==> src/rtl/mux_scan_nw.sv <==
// Registered channel multiplexer with a STATIC (select-driven) mode and a SCAN mode
// that steps through the channels, dwelling i_dwell+1 cycles on each one.
module mux_scan_nw #(
    parameter int              WIDTH    = 4,
    parameter int              CHANNELS = 6,
    parameter int              SEL_W    = 3,
    parameter int              DWELL_W  = 8,
    parameter logic [WIDTH-1:0] FILL    = '1
) (
    input  logic                        i_clk,
    input  logic                        i_rst_n,
    input  logic [CHANNELS*WIDTH-1:0]   i_in,
    input  logic [SEL_W-1:0]            i_sel,
    input  logic                        i_mode,
    input  logic [DWELL_W-1:0]          i_dwell,
    input  logic                        i_hold,
    output logic [WIDTH-1:0]            o_out,
    output logic [SEL_W-1:0]            o_chan,
    output logic                        o_strobe
);

    typedef enum logic {
        ST_STATIC = 1'b0,
        ST_SCAN   = 1'b1
    } state_t;

    state_t             state_q, state_d;
    logic [DWELL_W-1:0] cnt_q, cnt_d;
    logic [DWELL_W-1:0] cnt_eff;
    logic [SEL_W-1:0]   chan_q, chan_d;
    logic [SEL_W-1:0]   chan_next;
    logic [WIDTH-1:0]   out_q, out_d;
    logic               strobe_q, strobe_d;

    // A scan entered from STATIC always begins its dwell from zero.
    always_comb begin
        cnt_eff = (state_q == ST_SCAN) ? cnt_q : '0;
    end

    // Indices left out of range by STATIC mode wrap to channel 0 like the last channel.
    always_comb begin
        if (int'(chan_q) >= CHANNELS - 1) begin
            chan_next = '0;
        end else begin
            chan_next = chan_q + SEL_W'(1);
        end
    end

    always_comb begin
        state_d  = i_mode ? ST_SCAN : ST_STATIC;
        cnt_d    = '0;
        chan_d   = chan_q;
        strobe_d = 1'b0;
        if (!i_mode) begin
            chan_d = i_sel;
        end else if (i_hold) begin
            cnt_d = cnt_eff;
        end else if (cnt_eff >= i_dwell) begin
            chan_d   = chan_next;
            strobe_d = 1'b1;
        end else begin
            cnt_d = cnt_eff + DWELL_W'(1);
        end
    end

    // Data is picked from the index being registered so o_out and o_chan never disagree.
    always_comb begin
        out_d = FILL;
        for (int k = 0; k < CHANNELS; k++) begin
            if (chan_d == SEL_W'(k)) begin
                out_d = i_in[k*WIDTH +: WIDTH];
            end
        end
    end

    always_ff @(posedge i_clk or negedge i_rst_n) begin
        if (!i_rst_n) begin
            state_q  <= ST_STATIC;
            cnt_q    <= '0;
            chan_q   <= '0;
            out_q    <= '0;
            strobe_q <= 1'b0;
        end else begin
            state_q  <= state_d;
            cnt_q    <= cnt_d;
            chan_q   <= chan_d;
            out_q    <= out_d;
            strobe_q <= strobe_d;
        end
    end

    assign o_out    = out_q;
    assign o_chan   = chan_q;
    assign o_strobe = strobe_q;

endmodule
==> config.mk <==
export PLATFORM = sky130hd
export DESIGN_NAME = mux_scan_nw
export DESIGN_NICKNAME = d
export VERILOG_FILES = /design/src/rtl/mux_scan_nw.sv
export SDC_FILE = /design/constraint.sdc
export NUM_CORES = 1
export LEC_CHECK = 0
export BUFFER_PORTS_ARGS = -buffer_cell sky130_fd_sc_hd__buf_2
export CORE_ASPECT_RATIO = 0.6
export CORE_MARGIN = 1
export CORE_UTILIZATION = 25
export CTS_CLUSTER_SIZE = 16
export DETAILED_ROUTE_END_ITERATION = 10
export SETUP_SLACK_MARGIN = 0.15
export SYNTH_ARGS = -nofsm -noshare
export SYNTH_HDL_FRONTEND = slang
export SYNTH_SLANG_ARGS = --single-unit
==> constraint.sdc <==
create_clock -name i_clk -period 5.8 [get_ports i_clk]
set_input_delay 0.58 -clock i_clk [delete_from_list [all_inputs] [get_ports i_clk]]
set_output_delay 0.58 -clock i_clk [all_outputs]
set_load 0.02 [all_outputs]
==> summary.txt <==
crit path max fanout = 8
RR Endpoint = o_out[0]
antenna viol nets, final = 0
initial antenna violation count = 0
Worst Path Required = 5.92 ns
Mapped Nets = 193
Pre-antenna DRT Iters = 4
Worst Hold Class = input pin to async pin
setup repair bufs after CTS = 0
GR Util All Layers = 0.132
worst rel slew slack = 0.554
Leakage = 0.791 nW
clk sinks = 17
grt ovf = 0
Initial Util = 0.260
largest net degree at the start of global routing = 18
CTS Buf Count = 3
Achievable Freq = 329 MHz
#FFs+latches synth = 17
row count = 20
synthesis warning total = 0
Slowest cell on crit path = or4b_4
status = completed
Final Cycle Share = 0.524
most used cell, CP = a211oi_2
Peak VDD IR = 0.0813 mV
Die W = 95.6 um
Worst-path clk slew = 0.07 ns
layout cells sized above 1 = 0.305
core area = 0.00505 mm2
max-cap violations = 0
worst skew pair latency = 0.25 ns
hold_buf cts = 0
PwrDens = 185 mW/mm2
Top delay family on crit path = compound AO/OA/AOI/OAI gates
Die H = 58.2 um
routed length per instance = 12.9 um
total chip power = 0.306 mW
R2R Setup Slk = 2.76 ns
final hold vios = 0
Syn Area/Cell = 9.20 um2
RSZ-0062 raised after global routing = false
Final setup viols = 0
n_diodes = 0
Vias/cell = 4.72
DRC = 0
root buffer cell = clkbuf_8
CTS H-tree lvls = 1
area of the mapped netlist = 0.00132 mm2
reg2reg start = state_q
vias in the first global route = 1184
EDFF count, synth = 0
Pins Over Slew Limit = 0
CTS max path bufs = 2
routability congestion estimate from global placement = 0.805
Crit path arrival time = 3.16 ns
sequential-to-total area share from yosys stat = 0.324
Post-Synthesis Cells = 143
ys flop type = dfrtp_1
Layout Skew = 0.00283 ns
Register-to-Register Path Depth = 9
post-DP HPWL = 2620 um
startpoint types = flop
crit-path max cell delay = 0.51 ns
CTS tree = built
PortBufs = 46
area delta synth->final = 26.2%
Period minus WS final = 3.04 ns
Nets = 241
Iteration-0 DRC Markers = 51
Slew @ Worst Pin = 0.665 ns
CP endpoint kind = flop
io pins = 47
Die ar. = 0.00556 mm2
# resized after CTS = 0
setup_tns = 0 ns
critical path, cell by cell = and2_1 > ha_1 > a211oi_2 > o21ai_2 > a211oi_2 > o32a_1 > or4b_4 > a211oi_1 > nor3_1
Setup CP Type = flop to flop
WP buf/inv = 0
Total Routed Length = 3310 um
library cells used by synthesis = 39
vias = 1209
first-pass GRT wire length = 5580 um
FFs w/ async S/R, synth = 1.00
==> through the flow <==
stage / instance area (um2) / std cells / setup WS, ns / util / hold slack (ns)
6_report: 1660 / 256 / 2.76 / 0.328 / 0.244
5_1_grt: 1660 / 256 / 2.44 / 0.328 / 0.269
4_1_cts: 1660 / 256 / 2.77 / 0.328 / 0.253
3_5_place_dp: 1610 / 252 / 2.74 / 0.319 / 0.532
3_3_place_gp: 1610 / 252 / 2.72 / 0.319 / 0.528
2_1_floorplan: 1320 / 143 / 3.11 / - / 0.284
==> sequential cells by signal (all words and copies together), names as in the netlist <==
signal	count
o_chan	3
o_strobe	1
cnt_q	8
state_q	1
o_out	4
==> cells by family (layout without fill, tap and decap cells) <==
family | count (synthesis) | in the layout | share of synthesized area
AO/OA/AOI/OAI | 38 | 38 | 0.244
buffers and inverters | 17 | 64 | 0.0514
flip-flops | 17 | 17 | 0.324
XOR/XNOR | 7 | 7 | 0.0466
AND/OR/NAND/NOR | 51 | 51 | 0.215
adder cells (fa/ha/maj) | 11 | 11 | 0.105
multiplexers | 2 | 2 | 0.0152
==> routing by layer <==
layer / global-route usage / vias to the layer above / share of wire
met3: 0.0420 / 2 / 0.062
met1: 0.209 / 555 / 0.54
li1: - / 618 / -
met2: 0.173 / 34 / 0.39
met5: 0 / - / 0
met4: 0.0149 / 0 / 0.0030
==> cell type report <==
type / instances / area [um2]
fill: 561 / 3400
multi-input combinational: 109 / 822
sequential: 17 / 425
timing repair buffer: 46 / 230
tap: 66 / 82.6
inverter: 14 / 52.6
clock buffer: 3 / 41.3
clock inverter: 1 / 5.00
==> worst max path at each step <==
stage / cells after the start / to / from
after global routing: 9 / o_out[2] / state_q
after CTS: 9 / o_out[0] / state_q
after global placement: 10 / o_out[1] / i_dwell[2]
after detailed placement: 10 / o_out[0] / i_dwell[2]
final: 9 / o_out[0] / state_q
after floorplan: 9 / o_out[0] / i_dwell[2]
==> layout by cell type, fill, tap and decap left out, types with 6 or more instances in the layout <==
cell type	synthesis	final
and2_1	9	9
buf_2	0	46
a21boi_0	8	8
nor3b_1	6	6
dfrtp_1	17	17
inv_1	14	14
nand2_1	6	6
nor2_1	10	10
a211oi_1	8	8
ha_1	11	11
==> synth_stat cells (2+ instances only) <==
library cell  number  area share
a2111oi_0          4       0.027
inv_1             14       0.040
o21ai_1            2      0.0076
and2_1             9       0.043
nor2b_1            2      0.0095
xor2_1             2       0.013
mux2i_1            2       0.015
a211oi_2           2       0.019
nor3b_1            6       0.034
nor3_1             5       0.019
and3_1             2      0.0095
nand2_1            6       0.017
a21boi_0           8       0.046
dfrtp_1           17        0.32
o211ai_1           2       0.011
a211oi_1           8       0.046
a21oi_1            3       0.011
nand3_1            5       0.019
ha_1              11        0.10
nor2_1            10       0.029
xnor2_1            5       0.033
==> power breakdown <==
part | total (mW) | internal (mW) | switching [mW] | leakage (nW)
Sequential | 0.133 | 0.127 | 0.00634 | 0.215
Combinational | 0.0831 | 0.0338 | 0.0494 | 0.550
Clock | 0.0898 | 0.0477 | 0.0421 | 0.0255
Total | 0.306 | 0.208 | 0.0978 | 0.791
Note: power is estimated with default switching activity, not from simulation.
